### config.mk
export PLATFORM = sky130hd
export DESIGN_NAME = exec_sequencer
export DESIGN_NICKNAME = d
export VERILOG_FILES = /design/src/rtl/exec_sequencer.sv
export SDC_FILE = /design/constraint.sdc
export NUM_CORES = 1
export LEC_CHECK = 0
export ABC_AREA = 1
export BUFFER_PORTS_ARGS = -buffer_cell sky130_fd_sc_hd__buf_2
export CORE_MARGIN = 5
export CORE_UTILIZATION = 59
export DETAILED_ROUTE_END_ITERATION = 8
export PLACE_DENSITY = 0.94
export SETUP_SLACK_MARGIN = 0.02
export SLEW_MARGIN = 15
export SYNTH_ARGS = -nofsm -noshare
export SYNTH_HDL_FRONTEND = slang
export SYNTH_SLANG_ARGS = --single-unit
### constraint.sdc
create_clock -name clk -period 2.34 [get_ports clk]
set_clock_uncertainty 0.2 [all_clocks]
set_input_delay 0 -clock clk [delete_from_list [all_inputs] [get_ports clk]]
set_output_delay 0 -clock clk [all_outputs]
set_load 0.02 [all_outputs]
### src/rtl/exec_sequencer.sv
// exec_sequencer
//   Multi-cycle control sequencer for the RV32E NPC core. Each instruction
//   steps through fetch, execute, an optional memory access and a one-cycle
//   writeback. The sequencer owns the single shared memory port and qualifies
//   the decoder's write enables, so architectural state changes at most once
//   per instruction. An ebreak parks the core in HALT. A response error, a
//   watchdog timeout or an illegal load+store decode parks it in FAULT.
//
// Handshake rule (memory request channel): a request transfers on a cycle
// where mem_req_valid and mem_req_ready are both high. Once valid is raised,
// valid/fetch/we hold stable until that transfer happens. A response is
// mem_resp_valid high for one cycle. It is consumed only in FETCH_WAIT and
// MEM_WAIT and ignored in every other state.
//
// Ports
//   clk, rst                      clock, asynchronous active-high reset
//   dec_reg_wen/mem_ren/mem_wen   decoder enables for the current instruction
//   dec_halt                      decoder flags ebreak
//   mem_req_valid/ready           memory request handshake
//   mem_req_fetch                 1 = instruction fetch, 0 = data access
//   mem_req_we                    data write request
//   mem_resp_valid/err            memory response and access fault
//   inst_load, ld_data_load       latch strobes for the IR and load-data register
//   pc_wen, rf_wen, retire        writeback strobes (WB only)
//   retired_cnt                   retired-instruction count
//   halted, fault, fault_code     sticky halt/fault status
//   dbg_state                     current FSM state, for observation
module exec_sequencer #(
  parameter int TIMEOUT = 256,
  parameter int TO_W    = 9,
  parameter int CNT_W   = 32
) (
  input  logic             clk,
  input  logic             rst,
  input  logic             dec_reg_wen,
  input  logic             dec_mem_ren,
  input  logic             dec_mem_wen,
  input  logic             dec_halt,
  output logic             mem_req_valid,
  input  logic             mem_req_ready,
  output logic             mem_req_fetch,
  output logic             mem_req_we,
  input  logic             mem_resp_valid,
  input  logic             mem_resp_err,
  output logic             inst_load,
  output logic             ld_data_load,
  output logic             pc_wen,
  output logic             rf_wen,
  output logic             retire,
  output logic [CNT_W-1:0] retired_cnt,
  output logic             halted,
  output logic             fault,
  output logic [1:0]       fault_code,
  output logic [3:0]       dbg_state
);

  typedef enum logic [3:0] {
    RST_IDLE   = 4'd0,
    FETCH_REQ  = 4'd1,
    FETCH_WAIT = 4'd2,
    EXEC       = 4'd3,
    MEM_REQ    = 4'd4,
    MEM_WAIT   = 4'd5,
    WB         = 4'd6,
    HALT       = 4'd7,
    FAULT      = 4'd8
  } state_e;

  localparam logic [1:0] CODE_RESP = 2'b01;
  localparam logic [1:0] CODE_WDOG = 2'b10;
  localparam logic [1:0] CODE_RW   = 2'b11;

  // The watchdog fires on the cycle whose count equals TIMEOUT-1. A stall of
  // TIMEOUT cycles therefore ends in FAULT on the following edge.
  localparam logic [TO_W-1:0] TO_LAST = TO_W'(TIMEOUT - 1);

  state_e           state_q;
  logic             we_q;      // store flag captured in EXEC, so mem_req_we is a state decode
  logic [TO_W-1:0]  wd_q;
  logic [CNT_W-1:0] cnt_q;
  logic [1:0]       code_q;
  logic             wd_expired;

  assign wd_expired = (TIMEOUT != 0) && (wd_q == TO_LAST);

  // Single registered FSM. wd_q clears by default on every cycle and only
  // counts up on the stall branches. That way any state change, handshake or
  // response restarts it, and a coinciding timeout loses to the progress.
  always_ff @(posedge clk or posedge rst) begin
    if (rst) begin
      state_q <= RST_IDLE;
      we_q    <= 1'b0;
      wd_q    <= '0;
      cnt_q   <= '0;
      code_q  <= 2'b00;
    end else begin
      wd_q <= '0;
      case (state_q)
        RST_IDLE: state_q <= FETCH_REQ;

        FETCH_REQ: begin
          if (mem_req_ready) begin
            state_q <= FETCH_WAIT;
          end else if (wd_expired) begin
            state_q <= FAULT;
            code_q  <= CODE_WDOG;
          end else begin
            wd_q <= wd_q + 1'b1;
          end
        end

        FETCH_WAIT: begin
          if (mem_resp_valid) begin
            if (mem_resp_err) begin
              state_q <= FAULT;
              code_q  <= CODE_RESP;
            end else begin
              state_q <= EXEC;
            end
          end else if (wd_expired) begin
            state_q <= FAULT;
            code_q  <= CODE_WDOG;
          end else begin
            wd_q <= wd_q + 1'b1;
          end
        end

        EXEC: begin
          we_q <= dec_mem_wen;
          if (dec_halt) begin
            state_q <= HALT;
          end else if (dec_mem_ren && dec_mem_wen) begin
            state_q <= FAULT;
            code_q  <= CODE_RW;
          end else if (dec_mem_ren || dec_mem_wen) begin
            state_q <= MEM_REQ;
          end else begin
            state_q <= WB;
          end
        end

        MEM_REQ: begin
          if (mem_req_ready) begin
            state_q <= MEM_WAIT;
          end else if (wd_expired) begin
            state_q <= FAULT;
            code_q  <= CODE_WDOG;
          end else begin
            wd_q <= wd_q + 1'b1;
          end
        end

        MEM_WAIT: begin
          if (mem_resp_valid) begin
            if (mem_resp_err) begin
              state_q <= FAULT;
              code_q  <= CODE_RESP;
            end else begin
              state_q <= WB;
            end
          end else if (wd_expired) begin
            state_q <= FAULT;
            code_q  <= CODE_WDOG;
          end else begin
            wd_q <= wd_q + 1'b1;
          end
        end

        WB: begin
          cnt_q   <= cnt_q + 1'b1;
          state_q <= FETCH_REQ;
        end

        HALT:    state_q <= HALT;
        FAULT:   state_q <= FAULT;
        default: state_q <= FAULT;
      endcase
    end
  end

  // Request signals are pure state decodes. No path exists from ready to valid.
  assign mem_req_valid = (state_q == FETCH_REQ) || (state_q == MEM_REQ);
  assign mem_req_fetch = (state_q == FETCH_REQ);
  assign mem_req_we    = (state_q == MEM_REQ) && we_q;

  // Latch strobes follow the response in the same cycle. An error blocks the latch.
  assign inst_load    = (state_q == FETCH_WAIT) && mem_resp_valid && !mem_resp_err;
  assign ld_data_load = (state_q == MEM_WAIT) && mem_resp_valid && !mem_resp_err && dec_mem_ren;

  assign pc_wen      = (state_q == WB);
  assign retire      = (state_q == WB);
  assign rf_wen      = (state_q == WB) && dec_reg_wen;
  assign retired_cnt = cnt_q;
  assign halted      = (state_q == HALT);
  assign fault       = (state_q == FAULT);
  assign fault_code  = code_q;
  assign dbg_state   = state_q;

endmodule

== Yosys cells after proc, flatten, opt, wreduce, memory -nomap -nowiden ==
Index checks and enable logic that the tools add are counted.
Word-level totals
  logic and storage cells: 59
  output and inout port bits: 48
  bits in registers: 48
  input bits: 9
Cells by class
  reductions and logical operators: 17
  eq/ne operators: 13
  $add $sub $neg: 2
  multiplexer cells: 22
Operators by type and width (count)
  4-bit two-way mux: 9
  32-bit by 1-bit adder with 32-bit output, second input constant: 1
  4-bit case mux with 7 select lines: 1
  9-bit two-way mux: 3
  9-bit case mux with 2 select lines: 1
  4-bit by 3-bit equality test with 1-bit output, second input constant: 4
  2-bit two-way mux: 7
  9-bit by 1-bit adder with 9-bit output, second input constant: 1
  9-bit by 8-bit equality test with 1-bit output, second input constant: 1
  4-bit by 2-bit equality test with 1-bit output, second input constant: 2
  1-bit logical AND: 8
  2-bit != test, second input constant: 3
  2-bit case mux with 3 select lines: 1
  2-bit OR reduction: 3
  5-bit AND reduction: 1
  4-bit by 1-bit equality test with 1-bit output, second input constant: 1
  4-bit equality test, second input constant: 1
  4-bit zero test: 1
  3-bit by 2-bit != test with 1-bit output, second input constant: 1
  3-bit nonzero test: 1
  1-bit logical OR: 2
  1-bit zero test: 1

== Longest topological paths before layout ==
Gate-level depths: netlist of the first run.
  depth after elaboration: 5
  gate-level depth with buffers: 10
  mapped depth without buffers: 10

== Worst setup path before layout of the first run ==
Ideal clock, no wire load.
  kind: flip-flop to flip-flop
  from: register state_q[1], in the netlist dbg_state[1]
  to: register wd_q[2]
  clock period less this slack: 1812 ps
  arrival: 1532 ps
  stages on the path, launching flop included: 8
  setup slack: 528 ps
  data required time: 2060 ps
  path through: dfrtp_1 inv_2 nand2_1 nor2_1 nand2_1 nand3_2 nand2_4 nor3_2
On the way
  cells in the longest elaborated chain, start to end: 3
Ends and longest elaborated chain
  start: declaration: line 77  | state_e state_q;
  start signal: assignment: line 91  | state_q <= RST_IDLE;
  start signal: assignment: line 99  | RST_IDLE: state_q <= FETCH_REQ;
  start signal: assignment: line 103  | state_q <= FETCH_WAIT;
  4-bit by 1-bit equality test with 1-bit output
  named net mem_req_fetch: line 41  | output logic mem_req_fetch,
  2-bit OR reduction (no line)
  9-bit case mux with 2 select lines: line 98  | case (state_q)
  end signal: assignment: line 108  | wd_q <= wd_q + 1'b1;
  end signal: assignment: line 124  | wd_q <= wd_q + 1'b1;
  end signal: assignment: line 149  | wd_q <= wd_q + 1'b1;
  end: declaration: line 79  | logic [TO_W-1:0] wd_q;
The timed path passes the listed nets, and every way through them passes these cells.
A chain may end at the register's enable or synchronous reset.

== Worst setup path in the final report of the first run ==
  from: register wd_q[0]
  to: register state_q[1], in the netlist dbg_state[1]
On the way
  cells in the longest elaborated chain, start to end: 4
Ends and longest elaborated chain
  9-bit by 8-bit equality test with 1-bit output (*): line 84  | assign wd_expired = (TIMEOUT != 0) && (wd_q == TO_LAST);
  4-bit two-way mux (*)
  4-bit two-way mux, on equally long branches
  4-bit case mux with 7 select lines (*)
Mark *: on every way between the ends. The rest lies on a longest branch, timed or not.

==> results.sh, run 1 <==
export IMPL_status="finished clean"
export IMPL_worstPathRequired_ps=2330
export IMPL_finalCriticalPeriod_ps=2140
export IMPL_worstRegToRegCells=7
export IMPL_rsz0062_at_grt="no"
export IMPL_grt_pass1_vias=2754
export IMPL_die_h_um=79.8
export IMPL_layout_nets=474
export IMPL_switching_share_pct=21.7
export IMPL_ys_seq_area_share_pct=41.7
export IMPL_tightest_slew_ps=434
export IMPL_post_route_period_util_pct=91.6
export IMPL_setup_violations=0
export IMPL_grt_max_degree=28
export IMPL_grt_antenna_before_repair=0
export IMPL_synth_seq_cells=48
export IMPL_drt_iter0_drc=168
export IMPL_syn_to_final_growth_pct=19.1
export IMPL_hold_class="input pin to asynchronous set/reset pin"
export IMPL_track_usage_pct=23.3
export IMPL_crit_path_max_incr_delay_ps=550
export IMPL_core_area_um2=4720
export IMPL_finalMaxSlewViolations=0
export IMPL_placed_area_um2=3230
export IMPL_grt_overflow=0
export IMPL_antenna_diode_count=0
export IMPL_syn_area_um2=2880
export IMPL_power_switching_mw=0.301
export IMPL_wl_per_cell_um=13.2
export IMPL_maxSlewHeadroom_pct=71.0
export IMPL_die_area_um2=6370
export IMPL_pwr_share_clk_pct=37.3
export IMPL_p_leak_nw=1.80
export IMPL_critical_path_class="flop to flop"
export IMPL_grt_pass1_wl_um=11800
export IMPL_dp_hpwl_um=5360
export IMPL_clk_path_buf_depth=2
export IMPL_cts_root_buf="clkbuf_8"
export IMPL_reg2reg_from="wd_q[0]"
export IMPL_stdcell_area_um2=3430
export IMPL_cp_start_kind="flop"
export IMPL_r2r_end="dbg_state[1]"
export IMPL_ys_warn_count=0
export IMPL_postCtsSetupRepairBufs=0
export IMPL_endpoint_kind="flop"
export IMPL_die_width_um=79.8
export IMPL_numCtsBuffers=5
export IMPL_ir_worst_vdd_mv=0.295
export IMPL_path_max_fanout=6
export IMPL_vias=2781
export IMPL_dr_pass1_iters=5
export IMPL_cts_tree="done"
export IMPL_drive_above_1_share_pct=22.0
export IMPL_crit_slowest_cell="dlygate4sd3_1"
export IMPL_syn_inst=391
export IMPL_power_frac_seq_pct=59.9
export IMPL_drv_cap=0
export IMPL_crit_top_cell="nand3_1"
export IMPL_ant_nets=0
export IMPL_fillers=381
export IMPL_syn_nets=402
export IMPL_internal_power_mw=1.08
export IMPL_crit_chain="ha_1, nand2_1, nor2_2, nand3_2, nand3_1, nand3_1, dlygate4sd3_1"
export IMPL_drt_wl_total_um=7010
export IMPL_totalNegativeSetupSlack_ps=0
export IMPL_num_io_pins=57
export IMPL_port_buffers=56
export IMPL_max_freq_mhz=466
export IMPL_clock_latency_ps=300
export IMPL_r2r_slack_ps=200
export IMPL_cp_arrival_ps=2140
export IMPL_row_count=25
export IMPL_powerDensity_nw_per_um2=404
export IMPL_drc=0
export IMPL_cts_max_level=2
export IMPL_path_clk_slew_ps=90
export IMPL_hold_violations=0
export IMPL_syn_avg_cell_area_um2=7.36
export IMPL_gp_congestion=0.911
export IMPL_initial_core_util_pct=60.9
export IMPL_ys_types=30
export IMPL_p_comb_share_pct=2.9
export IMPL_clkSinkCount=48
export IMPL_via_per_inst=5.24
==> worst max-delay path by stage <==
stage / startpoint / end / slack, ps
after floorplan: dbg_state[1] / wd_q[2] / 530
after global placement: dbg_state[0] / retired_cnt[22] / 550
after detailed placement: dbg_state[0] / retired_cnt[22] / 470
after CTS: wd_q[0] / dbg_state[1] / 100
after global routing: dbg_state[2] / dbg_state[0] / 60
final: wd_q[0] / dbg_state[1] / 200
==> timing repair <==
action                     4_1_cts  5_1_grt
resized for setup                0        2
setup endpoints to repair        0        3
hold buffers                    10        0
hold endpoints to repair        56        0
==> cell families (layout without fill, tap and decap cells) <==
family	after synthesis	in the layout	share of synthesized area, %
and+or+nand+nor	259	259	41.4
DFF	48	48	41.7
buffers and inverters	47	120	6.78
xor gates and xnor gates	22	22	6.70
AOI/OAI and AO/OA	13	13	2.52
adders and majority gates	2	2	0.869
==> layout make-up <==
type	count	area (um2)	share of cell area [%]
flip-flops and latches	48	1200	35.0
clock inverters	1	7.51	0.219
multi-input cells	296	1490	43.4
inverters	44	165	4.82
well taps	67	83.8	2.45
repair buffers	68	395	11.5
clock buffers	7	86.3	2.52
==> synth_stat cells <==
cell type,instances,share of area (%)
clkinv_1,1,0.13
xnor2_1,11,3.3
ha_1,2,0.87
nand3_1,25,4.3
nand2_2,5,1.1
nand4_2,1,0.43
o21ai_0,1,0.17
nand2_1,131,17
a21oi_1,5,0.87
and3_1,2,0.43
nand4_1,6,1.3
o211ai_1,1,0.26
nor3_1,5,0.87
nor2_2,9,2.0
nor3_2,3,1.0
buf_4,1,0.26
nor3_4,1,0.57
dfrtp_1,48,42
o22ai_1,2,0.43
buf_6,2,0.78
o21bai_1,1,0.26
inv_1,36,4.7
o21ai_1,3,0.52
inv_2,7,0.91
nor2_1,55,7.2
nand3b_1,8,2.1
xor2_1,11,3.3
nand2_4,1,0.39
nand3_2,3,1.0
nor2_4,4,1.6
==> metal layers <==
layer | vias to the layer above | track usage [%] | wire, um
met4 | 0 | 8.28 | 155
li1 | 1361 | - | -
met3 | 25 | 5.98 | 472
met5 | - | 0 | 0
met1 | 1286 | 25.5 | 2860
met2 | 109 | 43.3 | 3520
==> critical path: cells and delay by family, from the launching register on <==
family | cells | cell delay, ps
simple gates | 5 | 710
buf+inv | 1 | 550
flops | 1 | 380
fa+ha+maj | 1 | 180
==> metrics by stage <==
stage / hold slack (ps) / instances / setup slack [ps] / total power, mW / utilization (%)
finish: 38.0 / 531 / 196 / 1.38 / 72.6
floorplan: -80.6 / 391 / 528 / 0.861 / -
CTS: 50.1 / 531 / 102 / 1.39 / 72.4
global placement: -179 / 513 / 547 / 0.876 / 68.3
detailed placement: -170 / 513 / 472 / 0.877 / 68.3
global route: 94.7 / 531 / 60.4 / 1.43 / 72.6
==> power groups by stage <==
stage	Clock (mW)	Sequential [mW]	Combinational (mW)
floorplan	0	0.845	0.0161
global placement	0	0.845	0.0308
detailed placement	0	0.845	0.0317
CTS	0.525	0.829	0.0405
global route	0.555	0.829	0.0454
finish	0.516	0.829	0.0398
==> cells in the final DEF, fill, tap and decap left out <==
master,n
dlygate4sd3_1,10
nor3_4,1
nand4_2,1
buf_2,56
xnor2_1,11
o211ai_1,1
nand3_1,24
inv_2,8
and3_1,2
xor2_1,11
clkbuf_1,1
nand2_1,131
clkinv_1,1
nand3_2,4
clkbuf_8,6
nor3_1,5
ha_1,2
nand2_4,1
nand2_2,5
nand3b_1,8
dfrtp_1,48
o21ai_0,1
o21bai_1,1
a21oi_1,5
nor2_4,4
nor3_2,3
nor2_2,10
nor2_1,54
o22ai_1,2
clkinvlp_4,1
buf_4,2
inv_1,35
nand4_1,6
o21ai_1,3
==> flip-flops by register name, summed over array words and instances, names as in the netlist <==
register     count
retired_cnt     32
we_q             1
wd_q             9
fault_code       2
dbg_state        4
No activity file was read; power rests on OpenSTA's default activity.
==> inputs of run 2 (changes only) <==
PLACE_DENSITY = not set   (was 0.94)
PLACE_DENSITY_LB_ADDON = 0.15   (was not set)
==> run 2 against run 1 <==
Against the previous run:
- global-route usage down 0.050 points
- final cell count grew 0.56%
- wire length shrank 2.6%
- critical path type unchanged
==> results.sh, run 2 (synthesis gave the netlist of run 1 again) <==
export IMPL_grt_overflow=0
export IMPL_placed_area_um2=3230
export IMPL_track_usage_pct=23.3
export IMPL_crit_slowest_cell="dlygate4sd3_1"
export IMPL_stdcell_area_um2=3470
export IMPL_finalCriticalPeriod_ps=2170
export IMPL_p_leak_nw=1.83
export IMPL_drv_cap=0
export IMPL_numCtsBuffers=5
export IMPL_die_area_um2=6370
export IMPL_switching_share_pct=20.1
export IMPL_ir_worst_vdd_mv=0.381
export IMPL_cp_start_kind="flop"
export IMPL_powerDensity_nw_per_um2=431
export IMPL_clock_latency_ps=300
export IMPL_post_route_period_util_pct=92.8
export IMPL_crit_path_max_incr_delay_ps=560
export IMPL_drt_iter0_drc=128
export IMPL_p_comb_share_pct=2.9
export IMPL_clk_path_buf_depth=2
export IMPL_critical_path_class="flop to flop"
export IMPL_cts_tree="done"
export IMPL_cp_arrival_ps=2210
export IMPL_clkSinkCount=48
export IMPL_layout_nets=476
export IMPL_hold_violations=0
export IMPL_syn_to_final_growth_pct=20.7
export IMPL_initial_core_util_pct=60.9
export IMPL_worstPathRequired_ps=2380
export IMPL_cts_max_level=2
export IMPL_final_common_cell="nand2_1"
export IMPL_grt_pass1_vias=2671
export IMPL_drive_above_1_share_pct=22.1
export IMPL_power_total_mw=1.50
export IMPL_setup_violations=0
export IMPL_cts_root_buf="clkbuf_8"
export IMPL_wl_per_cell_um=12.8
export IMPL_grt_max_degree=20
export IMPL_r2r_slack_ps=170
export IMPL_power_frac_seq_pct=55.4
export IMPL_dr_pass1_iters=4
export IMPL_path_max_fanout=5
export IMPL_crit_top_cell="nand2_1"
export IMPL_num_io_pins=57
export IMPL_final_cell_mix="131 x nand2_1, 56 x buf_2, 55 x nor2_1"
export IMPL_crit_chain="nor2_1, nand2_1, nand2_1, inv_2, o22ai_1, dlygate4sd3_1, nand2_1, nand2_1"
export IMPL_internal_power_mw=1.20
export IMPL_drt_wl_total_um=6830
export IMPL_grt_antenna_before_repair=0
export IMPL_port_buffers=56
export IMPL_finalMaxSlewViolations=0
export IMPL_hold_class="input pin to primary output"
export IMPL_seq_area_um2=1200
export IMPL_gp_congestion=0.880
export IMPL_endpoint_kind="flop"
export IMPL_pwr_share_clk_pct=41.8
export IMPL_utilization_pct=73.5
export IMPL_status="finished clean"
export IMPL_largest_reg_flops=32
export IMPL_die_width_um=79.8
export IMPL_grt_pass1_wl_um=11800
export IMPL_rsz0062_at_grt="no"
export IMPL_reg2reg_from="dbg_state[3]"
export IMPL_tightest_slew_ps=355
export IMPL_die_h_um=79.8
export IMPL_postCtsSetupRepairBufs=0
export IMPL_fillers=389
export IMPL_vias=2739
export IMPL_drc=0
export IMPL_worstRegToRegCells=8
export IMPL_worstHoldStart="dec_reg_wen"
export IMPL_power_switching_mw=0.301
export IMPL_via_per_inst=5.13
export IMPL_max_freq_mhz=460
export IMPL_hold_path_end="rf_wen"
export IMPL_core_area_um2=4720
export IMPL_ant_nets=0
export IMPL_multiInputGateArea_um2=1490
export IMPL_totalNegativeSetupSlack_ps=0
export IMPL_r2r_end="dbg_state[3]"
export IMPL_row_count=25
export IMPL_dp_hpwl_um=5340
export IMPL_hold_path_depth=4
export IMPL_path_clk_slew_ps=90
export IMPL_maxSlewHeadroom_pct=76.2
-- run 2: changes by cell type in the layout (fill, tap and decap cells not counted), sizes merged --
cell         delta
bufinv          +1
dlygate4sd3     +1
diode           +1
clkinvlp        -1
clkinv          +1
clkbuf          -1
buf             +1
-- run 2: power by group through the flow --
stage	Clock [mW]	Combinational, mW	Sequential, mW
floorplan	0	0.0161	0.845
global placement	0	0.0327	0.845
detailed placement	0	0.0330	0.845
CTS	0.637	0.0431	0.829
global route	0.677	0.0492	0.829
finish	0.625	0.0427	0.829
-- run 2: critical path, delay by kind of cell (launching register included) --
family / cells / cell delay, ps
compound gates: 1 / 130
simple gates: 5 / 700
flops: 1 / 450
buf+inv: 2 / 650
-- run 2: timing repair --
action	CTS	global route
resized for setup	0	1
hold buffers	11	0
hold endpoints to repair	56	0
setup endpoints to repair	0	1
-- run 2: area by class of cell --
type	instances	area share [%]
Sequential cell	48	34.6
Inverter	44	4.76
Tap cell	67	2.41
Timing Repair Buffer	70	11.9
Clock buffer	6	2.38
Antenna cell	1	0.0720
Multi-Input combinational cell	296	42.8
Clock inverter	2	1.12
-- run 2: routing by layer --
layer  track usage [%]  share of wire (%)
met4              8.78                2.2
met5                 0                  0
met1              27.8                 43
met2              40.8                 49
met3              5.08                5.3
-- run 2: how the worst max path moves through the flow --
| stage | start | depth (start not counted) | slack [ps] | endpoint |
|---|---|---|---|---|
| 4_1_cts | wd_q[0] | 7 | 100 | dbg_state[0] |
| 3_3_place_gp | dbg_state[3] | 9 | 580 | retired_cnt[17] |
| 5_1_grt | dbg_state[1] | 8 | 40 | dbg_state[1] |
| 2_1_floorplan | dbg_state[1] | 7 | 530 | wd_q[2] |
| 6_report | dbg_state[3] | 8 | 170 | dbg_state[3] |
| 3_5_place_dp | dbg_state[3] | 9 | 510 | retired_cnt[22] |
-- run 2: per-stage QoR --
stage / cells / hold slack, ps / setup slack, ps
after floorplan: 391 / -80.6 / 528
after global placement: 514 / -215 / 577
after detailed placement: 514 / -219 / 515
after CTS: 533 / 119 / 101
after global routing: 533 / 147 / 42.6
final: 534 / 115 / 168
